===== config.mk =====
export PLATFORM = sky130hd
export DESIGN_NAME = gpc_decomp_3__5
export DESIGN_NICKNAME = d
export VERILOG_FILES = /design/src/rtl/gpc_decomp_3__5.sv
export SDC_FILE = /design/constraint.sdc
export NUM_CORES = 1
export LEC_CHECK = 0
export CAP_MARGIN = 20
export CELL_PAD_IN_SITES_DETAIL_PLACEMENT = 0
export CELL_PAD_IN_SITES_GLOBAL_PLACEMENT = 1
export CORE_ASPECT_RATIO = 0.75
export CORE_MARGIN = 2
export CORE_UTILIZATION = 33
export DETAILED_ROUTE_END_ITERATION = 7
export PLACE_DENSITY_LB_ADDON = 0.1
export SYNTH_ARGS = -nofsm -noshare
export SYNTH_HDL_FRONTEND = slang
export SYNTH_SLANG_ARGS = --single-unit

===== constraint.sdc =====
create_clock -name clk -period 1.7 [get_ports clk]
set_clock_uncertainty 0.05 [all_clocks]
set_input_delay 0.51 -clock clk [delete_from_list [all_inputs] [get_ports clk]]
set_output_delay 0.51 -clock clk [all_outputs]
set_load 0.005 [all_outputs]

===== src/rtl/gpc_decomp_3__5.sv =====
`default_nettype none
// ============================================================================
// Module      : gpc_decomp_3__5
// Description : Turns a 3-bit GPC sum (0..7) into a stream of column tokens.
//               Weight-2 tokens come from column 1 and weight-1 tokens from
//               column 0. A zero value yields one weightless token.
//               The canonical column pattern is held on pat.
// Revision    : 1.0 - initial release
// ============================================================================
module gpc_decomp_3__5 #(
    parameter bit HI_FIRST = 1'b1
) (
    input  logic       clk,
    input  logic       rst,
    input  logic       in_valid,
    output logic       in_ready,
    input  logic [2:0] in_v,
    output logic       out_valid,
    input  logic       out_ready,
    output logic       out_w,
    output logic       out_last,
    output logic       out_zero,
    output logic [4:0] pat,
    output logic       busy
);

    typedef enum logic [0:0] {
        IDLE = 1'b0,
        EMIT = 1'b1
    } state_t;

    state_t     state;
    // Tokens still owed after the one currently presented
    logic [1:0] rem1;
    logic [1:0] rem0;

    logic       accept;
    logic       advance;
    logic [1:0] c1;
    logic [1:0] c0;
    logic [4:0] pat_new;
    logic       is_zero;
    logic [1:0] src1;
    logic [1:0] src0;
    logic       take_hi;
    logic       nxt_w;
    logic       nxt_last;
    logic [1:0] nxt_rem1;
    logic [1:0] nxt_rem0;

    assign in_ready = (state == IDLE);
    assign busy     = (state == EMIT);
    assign accept   = in_valid & in_ready;
    assign advance  = out_valid & out_ready;

    // Column split: values 4..7 saturate c1 at 2 and leave the low two bits in c0
    assign c1      = in_v[2] ? 2'd2 : {1'b0, in_v[1]};
    assign c0      = in_v[2] ? in_v[1:0] : {1'b0, in_v[0]};
    assign is_zero = (in_v == 3'd0);

    // Thermometer codes, LSB first: c1 in bits [4:3], c0 in bits [2:0]
    assign pat_new = {c1[1], (c1 != 2'd0), (c0 == 2'd3), c0[1], (c0 != 2'd0)};

    // Pick the next token from either the freshly split value or the remaining counts
    always_comb begin
        src1     = accept ? c1 : rem1;
        src0     = accept ? c0 : rem0;
        take_hi  = HI_FIRST ? (src1 != 2'd0) : (src0 == 2'd0);
        nxt_w    = take_hi;
        nxt_rem1 = take_hi ? (src1 - 2'd1) : src1;
        nxt_rem0 = take_hi ? src0 : (src0 - 2'd1);
        nxt_last = (nxt_rem1 == 2'd0) && (nxt_rem0 == 2'd0);
        if (accept && is_zero) begin
            nxt_w    = 1'b0;
            nxt_rem1 = 2'd0;
            nxt_rem0 = 2'd0;
            nxt_last = 1'b1;
        end
    end

    // Control FSM with registered token outputs; reset overrides any handshake
    always_ff @(posedge clk) begin
        if (rst) begin
            state     <= IDLE;
            rem1      <= 2'd0;
            rem0      <= 2'd0;
            out_valid <= 1'b0;
            out_w     <= 1'b0;
            out_last  <= 1'b0;
            out_zero  <= 1'b0;
            pat       <= 5'b00000;
        end else begin
            case (state)
                IDLE: begin
                    if (accept) begin
                        state     <= EMIT;
                        pat       <= pat_new;
                        out_valid <= 1'b1;
                        out_w     <= nxt_w;
                        out_last  <= nxt_last;
                        out_zero  <= is_zero;
                        rem1      <= nxt_rem1;
                        rem0      <= nxt_rem0;
                    end
                end
                EMIT: begin
                    if (advance) begin
                        if (out_last) begin
                            state     <= IDLE;
                            out_valid <= 1'b0;
                            out_w     <= 1'b0;
                            out_last  <= 1'b0;
                            out_zero  <= 1'b0;
                            rem1      <= 2'd0;
                            rem0      <= 2'd0;
                        end else begin
                            out_w    <= nxt_w;
                            out_last <= nxt_last;
                            rem1     <= nxt_rem1;
                            rem0     <= nxt_rem0;
                        end
                    end
                end
                default: begin
                    state     <= IDLE;
                    out_valid <= 1'b0;
                end
            endcase
        end
    end

endmodule
`default_nettype wire


Word level (Yosys, flattened, before mapping)
Index checks and enable logic that the tools add are counted.
W data, S select, Z words.
{"block": "totals", "regBits": 14, "input_bits": 7, "out_inout_bits": 11}
{"block": "op_classes", "add_sub_neg": 2, "bitwise": 3, "eq_ne": 4, "mux": 36, "n_reduce_logical": 11}
{"cell": "$mux W2", "count": 14}
{"cell": "$mux W1", "count": 15}
{"cell": "$pmux W1 S2", "count": 5}
{"cell": "$pmux W2 S2", "count": 2}
{"cell": "$reduce_bool A2 Y1", "count": 3}
{"cell": "$logic_not A2 Y1", "count": 2}
{"cell": "$ne A2 B1 Y1 const B", "count": 2}
{"cell": "$reduce_and A2 Y1", "count": 2}
{"cell": "$sub A2 B1 Y2 const B", "count": 2}
{"cell": "$logic_not A3 Y1", "count": 1}
{"cell": "$reduce_and A3 Y1", "count": 1}
{"cell": "$and A1 B1 Y1", "count": 2}
{"cell": "$eq A2 B2 Y1 const B", "count": 1}
{"cell": "$logic_and A1 B1 Y1", "count": 2}
{"cell": "$ne A2 B2 Y1 const B", "count": 1}
{"cell": "$not A1 Y1", "count": 1}

Longest topological paths before layout
{"block": "depth", "word_depth": 11, "depth_mapped": 6}

Least setup slack after synthesis
OpenSTA, ideal clock, no wires.
{"block": "synth_timing", "path_type": "input port to flip-flop", "startpoint": "input port in_valid", "endpoint": "register rem0[0]", "setup_slack_ns": 0.269, "arrival_time_ns": 1.263, "stages": 5, "cell_sequence": "nor2b_2 buf_4 nor2_2 nor3b_1 a32o_1"}
{"block": "synth_between", "elab_chain_len": 8, "elab_cells_between_ends": 14, "classes_between": "1 x add/sub; 1 x eq/ne; 8 x mux; 1 x bitwise; 3 x reduce/logical"}
{"item": "start, declared", "line_no": "15", "text": "input logic in_valid,"}
{"item": "$and A1 B1 Y1 (*)", "line_no": "53", "text": "assign accept = in_valid & in_ready;"}
{"item": "$mux W2, on equally long branches", "line_no": "67, 66"}
{"item": "$sub A2 B1 Y2 / $reduce_bool A2 Y1 (equally long branches)", "line_no": "71, 68"}
{"item": "$mux W2", "line_no": "71", "text": "nxt_rem0 = take_hi ? src0 : (src0 - 2'd1);"}
{"item": "$mux W2", "line_no": "73", "text": "if (accept && is_zero) begin"}
{"item": "$mux W2", "line_no": "108", "text": "if (out_last) begin"}
{"item": "$mux W2", "line_no": "107", "text": "if (advance) begin"}
{"item": "$pmux W2 S2", "line_no": "93", "text": "case (state)"}
{"item": "end signal, assigned", "line_no": "103", "text": "rem0 <= nxt_rem0;"}
{"item": "end signal, assigned", "line_no": "120", "text": "rem0 <= nxt_rem0;"}
{"item": "end, declared", "line_no": "35", "text": "logic [1:0] rem0;"}
Mark *: on every way between the ends. The rest lies on a longest branch, timed or not. The select of a mux whose other input is x is not followed.
A chain may end at the register's enable or synchronous reset.

Worst setup path in the final report
{"block": "layout_timing", "startpoint": "input port in_v[1]", "endpoint": "register rem0[0]"}
{"block": "layout_between", "elab_chain_len": 8, "elab_cells_between_ends": 11, "classes_between": "8 x mux; 3 x reduce/logical"}
{"item": "start, declared", "line_no": "17", "text": "input logic [2:0] in_v,"}
{"item": "$mux W2", "line_no": "57", "text": "assign c1 = in_v[2] ? 2'd2 : {1'b0, in_v[1]};"}
{"item": "$mux W2", "line_no": "66", "text": "src1 = accept ? c1 : rem1;"}
{"item": "$reduce_bool A2 Y1", "line_no": "68", "text": "take_hi = HI_FIRST ? (src1 != 2'd0) : (src0 == 2'd0);"}
{"item": "$mux W2", "line_no": "71"}
{"item": "$mux W2 (*)", "line_no": "73"}
{"item": "$mux W2", "line_no": "108"}
{"item": "$mux W2", "line_no": "107"}
{"item": "$pmux W2 S2 (*)", "line_no": "93"}
Marked as above.

==> metrics.md <==
| Metric | Value |
|---|---|
| Root buf cell | `clkbuf_4` |
| Largest net degree at the start of global routing | `11` |
| Vias in the first global route | `647` |
| EDFF count, synth | `0` |
| Place WS | `-0.347 ns` |
| DRT Pass-1 Iters | `4` |
| Netlist Area Pre-Place | `677 um^2` |
| Max stage delay on crit path | `0.48 ns` |
| Antenna violations before repair | `0` |
| Final setup vio count | `0` |
| Fin area | `1070 um^2` |
| CP bufs+invs | `1` |
| Register bit total from synthesis | `14` |
| WP data required | `1.83 ns` |
| CP Max Fanout | `3` |
| Area Overhead vs Synth | `58.2%` |
| Top post-synthesis cells by area | `dfxtp_1 41%, nand2_1 6.1%, a21oi_1 5.2%, nor2_1 4.4%, nor4b_4 3.5%` |
| Share of the synthesized area in the top cell type | `41.4%` |
| Leakage | `0.587 nW` |
| R2r setup slk | `0.16 ns` |
| CTS Buf Count | `3` |
| Run status | `completed` |
| Final worst-path cycle share | `96.9%` |
| GPL Wtd Cong | `0.765` |
| Max_slew headroom | `80.0%` |
| Cells after Synth | `79` |
| Primary FF master, synth | `dfxtp_1` |
| FMAX | `0.607 GHz` |
| Final-report hold violation count | `0` |
| TritonCTS clock tree | `done` |
| Routed length per instance | `12.0 um` |
| Clock latency on the worst-skew pair | `0.28 ns` |
| RSZ-0062 raised after global routing | `no` |
| Crit path DAT | `1.78 ns` |
| Die H | `43.2 um` |
| Final HPWL DP | `1.22 mm` |
| Clock Sinks | `14` |
| Cells after DPL | `133` |
| Pwr/cell area | `739 nW/um^2` |
| Final min period | `1.65 ns` |
| Die Area | `2430 um^2` |
| Post-Syn Area per Cell | `8.57 um^2` |
| Via/cell ratio | `4.86` |
| Starting DRT DRC Count | `12` |
| Total power | `0.000791 W` |
| CP cell instances | `clkdlybuf4s50_1 -> nor4b_4 -> a21oi_4 -> xor2_1 -> a32o_1` |
| Global-route wire length before repair | `2.87 mm` |
| Synth area leader | `dfxtp_1` |
| Crit start category | `input port` |
| Max Root-Sink Buffers | `2` |
| Vias | `676` |
| Register area share after synthesis | `41.4%` |
| Nets@finish | `123` |
| Antenna-violating nets left | `0` |
| CP Capture Type | `register` |
| Slew of the pin with the lowest slew margin | `0.298 ns` |
| Area post-placement | `971 um^2` |
| Row cnt | `14` |
| Max-cap violations | `0` |
| Setup ws final | `0.0525 ns` |
| Ports | `18` |
| Syn nets | `86` |
| Distinct cells, synth | `30` |
| Synth warn | `0` |
| Filler cells | `200` |
| HP Class | `register to register` |
| Top post-synthesis cells by count | `14 x dfxtp_1, 11 x nand2_1, 8 x nor2_1` |
| Critical path type | `input port to register` |
| H-tree depth | `1` |
| WL final | `1.67 mm` |
| Slew Limit Fails | `0` |
| I/O Buffers | `17` |
| Clock-pin slew on the worst setup and hold paths | `0.09 ns` |
| Peak supply drop | `0.484 mV` |
| Core area | `1980 um^2` |
| Slowest library cell on the worst path | `clkdlybuf4s50_1` |
| Most common cell in the netlist | `dfxtp_1` |
| GRT Resource Usage Total | `15.6%` |
| Die Wd | `56.3 um` |
| Crit-path leading delay family | `buffers and inverters` |
| Share of layout cells above drive strength 1 | `31.3%` |
| Grt ovf | `0` |
| Asr flop ratio synth | `0%` |
| Post-route DRC | `0` |
| Final Non-Filler Cells | `139` |
| Diodes inserted | `0` |
| Initial core utilization | `34.2%` |
-- placed cells by master (no fill, tap or decap) --
cell type,instances
nor4b_4,1
nor2b_4,1
mux2i_1,1
nand2_1,11
a22oi_1,1
dfxtp_1,7
a32o_1,1
a21oi_4,1
nor3_2,1
buf_4,19
dfxtp_4,1
nor3b_1,1
inv_1,3
clkdlybuf4s50_1,4
nand2b_2,1
a31oi_1,1
a21oi_1,7
clkbuf_4,3
o22ai_1,1
nand3_1,4
a311oi_1,1
clkbuf_8,1
dlymetal6s2s_1,11
dlygate4sd2_1,2
nor2_1,8
nand3b_1,1
o211a_1,1
and4_1,1
o211ai_1,1
dfxtp_2,6
o21ai_0,4
and3_1,2
xor2_1,2
nor3_1,2
o221ai_1,1
nor2_2,1
-- metrics by stage --
step,utilization [%],hold slack [ns],setup TNS (ns)
after global placement,49.1,0.395,-2.12
after detailed placement,49.1,0.398,-2.18
final,54.1,0.403,0
after CTS,51.9,0.410,0
after global routing,54.1,0.425,0
after floorplan,-,0.398,0
-- worst reg2reg max path, stage by stage (launching register included) --
cell	delay [ns]
dfxtp_4	0.35
buf_4	0.15
buf_4	0.15
nor2b_4	0.16
mux2i_1	0.23
xor2_1	0.21
o21ai_0	0.13
-- registers in the layout (all words and copies together) (netlist names) --
name / flops
busy: 1
out_last: 1
out_valid: 1
out_w: 1
out_zero: 1
pat: 5
rem0: 2
rem1: 2
-- layout make-up --
| class | count | area (um^2) | area share [%] |
|---|---|---|---|
| Inverter | 3 | 11.3 | 1.05 |
| Tap cell | 24 | 30.0 | 2.80 |
| Sequential cell | 14 | 292 | 27.2 |
| Clock buffer | 4 | 36.3 | 3.39 |
| Multi-Input combinational cell | 58 | 364 | 34.0 |
| Timing Repair Buffer | 36 | 338 | 31.5 |
-- power breakdown --
part           switching (W)  internal, W
combinational      0.0000830     0.000100
sequential         0.0000131     0.000351
clock               0.000114     0.000130
-- worst paths after layout --
kind	start	to	cells past startpoint
min reg2reg	pat[4]	pat[4]	2
min	pat[4]	pat[4]	2
max reg2reg	busy	out_last	6
max	in_v[1]	rem0[0]	5
-- timing repair --
| item | in CTS | in global routing |
|---|---|---|
| hold buffers | 0 | 0 |
| pin swaps | 1 | 2 |
| gates resized for setup | 7 | 17 |
| setup endpoints to repair | 6 | 12 |
| buffers inserted | 1 | 1 |
-- metal layers --
layer / vias up / GRT usage, % / wire length (um)
li1: 353 / - / -
met1: 305 / 20.1 / 840
met2: 16 / 23.5 / 714
met3: 2 / 6.10 / 95
met4: 0 / 5.71 / 19
met5: - / 0 / 0
-- cells by family (layout without fill, tap and decap cells) --
kind of cell,after synthesis,after routing,share of synthesized area [%]
and+or+nand+nor,35,35,27.7
muxes,1,1,1.48
AOI/OAI and AO/OA,20,20,20.2
DFF,14,14,41.4
buffers and inverters,7,43,6.65
xor gates and xnor gates,2,2,2.59
Power figures use the tool's default switching activity.
